==> src/rtl/fir_tb_pkg.sv <==
// Shared types for the parallel-FIR stimulus/index generators.
package fir_tb_pkg;

    typedef enum logic [1:0] {IDLE, RUN, DONE} idxgen_state_t;
    typedef enum logic       {WRAP, ONESHOT}   idxgen_mode_t;

    // Extra compare bits so base+LANES never overflows, even for tiny WIDTH.
    localparam int unsigned CMP_HEADROOM = 4;

endpackage

==> src/rtl/idx_base_counter.sv <==
// Base-index register: steps by LANES per advance, detects the final group of a
// pass and either wraps to zero or holds there.
module idx_base_counter
    import fir_tb_pkg::*;
#(
    parameter int unsigned WIDTH = 9,
    parameter int unsigned LANES = 2
) (
    input  logic             clk_i,
    input  logic             reset_i,
    input  logic             clear_i,
    input  logic             advance_i,
    input  logic             wrap_i,
    input  logic             active_i,
    input  logic [WIDTH-1:0] limit_i,
    output logic [WIDTH-1:0] base_o,
    output logic             last_o
);

    localparam int unsigned CW = WIDTH + CMP_HEADROOM;

    logic [WIDTH-1:0] base_q, base_d;
    logic [CW-1:0]    next_ext;
    logic             reach;

    // Next base: clear wins, then step, wrap or hold on the final group.
    always_comb begin
        next_ext = CW'(base_q) + CW'(LANES);
        reach    = (next_ext >= CW'(limit_i));
        base_d   = base_q;
        if (clear_i) begin
            base_d = '0;
        end else if (advance_i) begin
            if (!reach) begin
                base_d = next_ext[WIDTH-1:0];
            end else if (wrap_i) begin
                base_d = '0;
            end
        end
    end

    // Base register with synchronous reset.
    always_ff @(posedge clk_i) begin
        if (reset_i) begin
            base_q <= '0;
        end else begin
            base_q <= base_d;
        end
    end

    assign base_o = base_q;
    assign last_o = active_i & reach;

endmodule

==> src/rtl/sample_index_gen.sv <==
// Multi-lane sample-index generator: LANES consecutive indices per clock with
// programmable limit, wrap/one-shot mode, stall, lane-valid mask and epoch count.
module sample_index_gen
    import fir_tb_pkg::*;
#(
    parameter int unsigned WIDTH   = 9,
    parameter int unsigned LANES   = 2,
    parameter int unsigned EPOCH_W = 8
) (
    input  logic                   clk,
    input  logic                   reset,
    input  logic                   start,
    input  logic                   en,
    input  logic                   mode,
    input  logic [WIDTH-1:0]       limit,
    output logic [LANES*WIDTH-1:0] idx,
    output logic [LANES-1:0]       lane_valid,
    output logic                   valid,
    output logic                   last,
    output logic                   wrap_pulse,
    output logic                   done,
    output logic [EPOCH_W-1:0]     epoch
);

    localparam int unsigned CW = WIDTH + CMP_HEADROOM;

    idxgen_state_t    state_q;
    idxgen_mode_t     mode_q;
    logic [WIDTH-1:0] limit_q;
    logic [EPOCH_W-1:0] epoch_q;
    logic             wrap_pulse_q;

    logic             start_ok;
    logic             advance;
    logic [WIDTH-1:0] base;
    logic             last_w;
    logic [CW-1:0]    lane_ext;

    // A start with a zero limit is ignored entirely; start beats en.
    assign start_ok = start & (limit != '0);
    assign valid    = (state_q == RUN);
    assign advance  = valid & en & ~start_ok;

    idx_base_counter #(
        .WIDTH (WIDTH),
        .LANES (LANES)
    ) u_base (
        .clk_i     (clk),
        .reset_i   (reset),
        .clear_i   (start_ok),
        .advance_i (advance),
        .wrap_i    (mode_q == WRAP),
        .active_i  (valid),
        .limit_i   (limit_q),
        .base_o    (base),
        .last_o    (last_w)
    );

    // Control FSM, latched configuration, epoch counter and wrap pulse.
    always_ff @(posedge clk) begin
        if (reset) begin
            state_q      <= IDLE;
            mode_q       <= WRAP;
            limit_q      <= '0;
            epoch_q      <= '0;
            wrap_pulse_q <= 1'b0;
        end else begin
            wrap_pulse_q <= 1'b0;
            if (start_ok) begin
                state_q <= RUN;
                mode_q  <= idxgen_mode_t'(mode);
                limit_q <= limit;
                epoch_q <= '0;
            end else if (advance && last_w) begin
                wrap_pulse_q <= 1'b1;
                if (epoch_q != '1) begin
                    epoch_q <= epoch_q + 1'b1;
                end
                if (mode_q == ONESHOT) begin
                    state_q <= DONE;
                end
            end
        end
    end

    // Lane expansion; idx is forced to zero whenever not running.
    always_comb begin
        idx        = '0;
        lane_valid = '0;
        lane_ext   = '0;
        for (int unsigned k = 0; k < LANES; k++) begin
            lane_ext = CW'(base) + CW'(k);
            if (valid) begin
                idx[k*WIDTH +: WIDTH] = lane_ext[WIDTH-1:0];
            end
            lane_valid[k] = valid & (lane_ext < CW'(limit_q));
        end
    end

    assign last       = last_w;
    assign wrap_pulse = wrap_pulse_q;
    assign done       = (state_q == DONE);
    assign epoch      = epoch_q;

endmodule

==> config.mk <==
export PLATFORM = sky130hd
export DESIGN_NAME = sample_index_gen
export DESIGN_NICKNAME = d
export VERILOG_FILES = /design/src/rtl/fir_tb_pkg.sv /design/src/rtl/idx_base_counter.sv /design/src/rtl/sample_index_gen.sv
export SDC_FILE = /design/constraint.sdc
export NUM_CORES = 1
export LEC_CHECK = 0
export ABC_AREA = 1
export CORE_MARGIN = 3
export CORE_UTILIZATION = 40
export CTS_BUF_LIST = sky130_fd_sc_hd__clkbuf_4 sky130_fd_sc_hd__clkbuf_8
export DETAILED_ROUTE_END_ITERATION = 6
export PLACE_DENSITY = 0.68
export SYNTH_ARGS = -nofsm -noshare
export SYNTH_HDL_FRONTEND = slang
export SYNTH_SLANG_ARGS = --single-unit
==> constraint.sdc <==
create_clock -name clk -period 2.6 [get_ports clk]
set_input_delay 0.52 -clock clk [delete_from_list [all_inputs] [get_ports clk]]
set_output_delay 0.52 -clock clk [all_outputs]
set_load 0.005 [all_outputs]
## After elaboration in Yosys (flattened, before gate mapping)

Cells that the tools add are included.

- Bits in registers: 30
- Input port bits: 14
- Output and inout port bits: 32
- Logic and storage cells: 41

- Add/subtract/negate cells: 3
- Magnitude comparators: 3
- Equality and inequality tests: 4
- Mux-type cells: 8
- Bitwise gates (word level): 7
- Reductions and logical operators: 9

Operators with widths:

| operator | number |
|---|---|
| $mux 9 | 4 |
| $ge 13x9->1 | 1 |
| $add 9x1->10 const B | 1 |
| $add 9x2->10 const B | 1 |
| $lt 10x9->1 | 1 |
| $lt 9x9->1 | 1 |
| $reduce_bool 9->1 | 1 |
| $add 8x1->8 const B | 1 |
| $ne 8x8->1 const B | 1 |
| $reduce_and 2->1 | 4 |
| $and 1x1->1 | 6 |
| $mux 1 | 4 |
| $reduce_bool 2->1 | 2 |
| $eq 2x1->1 const B | 1 |
| $eq 2x2->1 const B | 1 |
| $ne 2x2->1 const B | 1 |
| $reduce_or 2->1 | 1 |
| $logic_and 1x1->1 | 1 |
| $not 1->1 | 1 |

## Logic depth before layout (Yosys ltp)

- Depth in word-level cells: 7
- Gate-level depth with buffers: 19
- Gate-level depth less buffers: 18

## By module

A second synthesis with hierarchy kept.

- Cells, all modules: 341
- Area, all modules: 2336.0 µm²

Modules (own cells, without submodules):

| module | times used | cells an instance | area an instance (µm²) | sequential area each (µm²) |
|---|---|---|---|---|
| sample_index_gen | 1 | 238 | 1641.6 | 420.4 |
| idx_base_counter | 1 | 103 | 694.4 | 160.2 |

## Least setup slack after synthesis

OpenSTA, ideal clock, no wires.

- Path type: register to output
- Start point: reg u_base.base_q[2], in the netlist u_base.base_o[2]
- End point: out last
- Data arrival time: 1.764 ns
- Required time: 2.080 ns
- Path slack: 0.316 ns
- Stages on the path, launching flop included: 14
- Path buffers: 0
- Cells stage by stage: dfxtp_1 > ha_1 > nand2_1 > inv_1 > nand4_1 > xor2_1 > inv_1 > ha_1 > nand2_1 > inv_1 > nand2_1 > nand2_1 > nor2_2 > a21oi_1

- Word-level cells in the longest chain between the ends: 3

RTL lines:

| item | RTL line | RTL |
|---|---|---|
| start, declared | idx_base_counter.sv:22 | `logic [WIDTH-1:0] base_q, base_d;` |
| start signal, assigned | idx_base_counter.sv:47 | `base_q <= base_d;` |
| $add 9x2->10 | idx_base_counter.sv:28 | `next_ext = CW'(base_q) + CW'(LANES);` |
| $ge 13x9->1 | idx_base_counter.sv:29 | `reach = (next_ext >= CW'(limit_i));` |
| $and 1x1->1 | idx_base_counter.sv:52 | `assign last_o = active_i & reach;` |
| end, declared | sample_index_gen.sv:19 | `output logic last,` |

No other way between the ends.

## Worst setup path in the final report

- Start point: reg u_base.base_q[3], in the netlist u_base.base_o[3]
- End point: out last

Same word-level chain as after synthesis.

==> flow_summary_export.csv <==
group,metric,value,unit
worst_setup_path,endpoint_kind,"primary output",
power_and_ir_drop,p_seq_share,43.1,%
floorplanning,dieArea,6370,um^2
yosys,synthCells,318,
final_layout,drive_above_1_share,21.8,%
route,drc_errors,0,
yosys,syn_nets,358,
cts,clockRootBuffer,"clkbuf_8",
yosys,synth_top_area_share,26.6,%
global_route,grt_use_total,17.7,%
route,drt_pass1_iterations,5,
floorplanning,design.portCount,46,
global_route,grt_max_degree,18,
global_route,gr-total-overflow,0,
route,viasPerCell,4.68,
power_and_ir_drop,p_comb_share,20.6,%
yosys,synth-seq-cells,29,
cts,clk_path_buf_depth,2,
route,routed_wl,5.39,mm
worst_setup_path,rrSetupSlack,180,ps
cts,cts_buffers,5,
cts,clk_pin_slew,70,ps
final_layout,n_antenna_cell,0,
sta,holdWs,494,ps
yosys,syn_area,2180,um^2
cts,cts_tree,"yes",
power_and_ir_drop,p_sw,0.301,mW
worst_setup_path,worst-setup-path-type,"reg2out",
sta,setup_viol,0,
global_route,grt_antenna_before_repair,0,
yosys,synth.largest_area_cell,"dfxtp_1",
route,final_antenna_net_count,0,
final_layout,final_area,3050,um^2
sta,drv_slew,0,
final_layout,layout_commonest_cell,"nand2_1",
route,wl_per_cell,11.9,um
worst_setup_path,cp-start-kind,"flip-flop",
yosys,yosys-top-cells-area,"dfxtp_1 (27%), ha_1 (15%), nand2_1 (10%)",
final_layout,multi_input_area,1460,um^2
power_and_ir_drop,p_clk_share,36.3,%
final_layout,area_delta_synth_final,39.9,%
flow_run,maxCapViolations,0,
yosys,yosys_warnings,0,
placement,io_buffers,44,
floorplanning,rows,26,
power_and_ir_drop,leakage,1.41,nW
final_layout,seq_area,594,um^2
placement,dp_hpwl,4.10,mm
floorplanning,initial_core_util,41.9,%
run_status,status,"finished clean",
final_layout,most-common-layout-cells,"nand2_1 (56), nor2_1 (49), clkdlybuf4s50_1 (41)",
placement,placed_area,2790,um^2
worst_setup_path,crit_fanout,4,
worst_hold_path,hp-class,"reg2reg",
final_layout,final_core_util,58.6,%
power_and_ir_drop,ir_worst_vdd,0.273,mV
sta,hold_viol,0,
yosys,seq_area_frac_synth,26.6,%
global_route,grt_pass1_wl,9.19,mm
worst_setup_path,worst_path_max_delay_cell,"dfxtp_2",
worst_setup_path,cp_common_cell,"inv_1",
power_and_ir_drop,p_sw_share,27.9,%
sta,grt_setup_unrepaired,"true",
cts,cts.sinks,29,
power_and_ir_drop,p_per_area,353,nW/um^2
final_layout,layout.nets,420,
floorplanning,core,5200,um^2
final_layout,fillers,505,
worst_setup_path,critPathBufInv,3,
sta,fmax,395,MHz
yosys,synthDistinctLibCells,34,
sta,finalCriticalPeriod,2530,ps
cts,clk-insertion-delay-late,280,ps
yosys,syn_area_per_cell,6.86,um^2
worst_setup_path,critical_path_arrival,2010,ps
worst_setup_path,cp_cell_sequence,"nand3_2 > inv_1 > nand2_1 > xor2_1 > inv_1 > ha_4 > a21oi_1 > nand2_2 > nor2_4 > a21oi_2 > buf_2",
floorplanning,die_w,79.8,um
placement,gp_congestion,0.822,
global_route,first_global_vias,2117,
worst_setup_path,required,2080,ps
route,first_iter_violations,72,
power_and_ir_drop,p_total,1.08,mW
worst_setup_path,critical-path-max-stage-delay,370,ps
power_and_ir_drop,internal-power,0.776,mW
route,vias,2111,
worst_setup_path,crit_family,"simple AND/OR/NAND/NOR gates",
sta,fin_crit_sh,97.5,%
cts,h-tree-depth,2,
sta,skew,9.65,ps
floorplanning,die_h,79.8,um
-- metal layers --
metal  vias to the layer above  global-route usage (%)  wire (um)
met2                        27                    31.6       2670
met1                       948                    21.8       2510
li1                       1132                       -          -
met3                         4                    4.29        171
met5                         -                       0          0
met4                         0                    3.04         27
-- final cells by class --
class / count / share of cell area [%]
multi-input combinational: 230 / 47.9
timing repair buffer: 74 / 21.8
sequential: 29 / 19.5
inverter: 40 / 4.92
clock buffer: 8 / 2.99
tap: 70 / 2.87
-- Yosys cell counts --
cell type,count
o31ai_1,1
nor3_4,1
inv_1,39
and2_1,1
or2_0,1
nor3_1,4
xor2_1,8
nor2_2,3
nor2_1,50
nand3_2,2
a21oi_4,1
nor3b_1,1
nand2_1,61
a21oi_1,28
dfxtp_1,29
inv_2,1
and3_1,1
nand3_1,7
o21ai_0,13
buf_4,6
nand3_4,1
nand4_1,10
buf_1,2
ha_1,26
a21o_1,1
o2111a_1,1
buf_6,3
conb_1,1
nand2_4,1
clkbuf_1,6
nand3b_1,1
o211ai_1,1
buf_2,2
nand2_2,4
-- tightest hold or removal path, delay by kind of cell, from the launching register on --
family	cells	cell delay (ps)
compound gates	1	50
simple gates	1	70
flops	1	330
-- power groups by stage --
stage | sequential (mW) | combinational, mW | clock [mW]
6_report | 0.464 | 0.222 | 0.391
4_1_cts | 0.465 | 0.201 | 0.397
2_1_floorplan | 0.474 | 0.124 | 0
3_3_place_gp | 0.474 | 0.197 | 0
3_5_place_dp | 0.475 | 0.200 | 0
5_1_grt | 0.465 | 0.251 | 0.420
-- worst paths after layout --
path / startpoint / endpoint / cells after the start
setup / recovery: u_base.base_o[3]$_SDFFE_PP0P_ / last / 11
hold / removal: state_q[0]$_SDFFE_PP0P_ / state_q[0]$_SDFFE_PP0P_ / 2
setup reg to reg: u_base.base_o[2]$_SDFFE_PP0P_ / u_base.base_o[2]$_SDFFE_PP0P_ / 18
hold reg to reg: state_q[0]$_SDFFE_PP0P_ / state_q[0]$_SDFFE_PP0P_ / 2
-- registers in the layout, indices dropped and copies added (netlist names) --
name	flops
u_base.base_o	8
state_q	2
limit_q	9
wrap_pulse	1
mode_q	1
epoch	8
-- repair_timing --
action | CTS | global route
hold buffers | 0 | 0
resized for setup | 9 | 34
pin swaps | 3 | 9
setup buffers | 1 | 3
setup endpoints to repair | 2 | 18
-- per-stage QoR --
step	setup slack (ps)	std cells	setup TNS, ps
after floorplan	316	318	0
after CTS	8.16	448	0
final	65.4	451	0
after global routing	-93.8	451	-169
after detailed placement	-93.4	439	-93.4
after global placement	-50.2	439	-50.2
-- cell families after synthesis --
group	count (synthesis)	synth area share [%]
DFF	29	26.6
and+or+nand+nor	149	31.0
other	1	0.172
buffers and inverters	59	12.3
AOI/OAI and AO/OA	46	11.7
adders and majority gates	26	14.9
xor gates and xnor gates	8	3.21
Note: power is estimated with default switching activity, not from simulation.
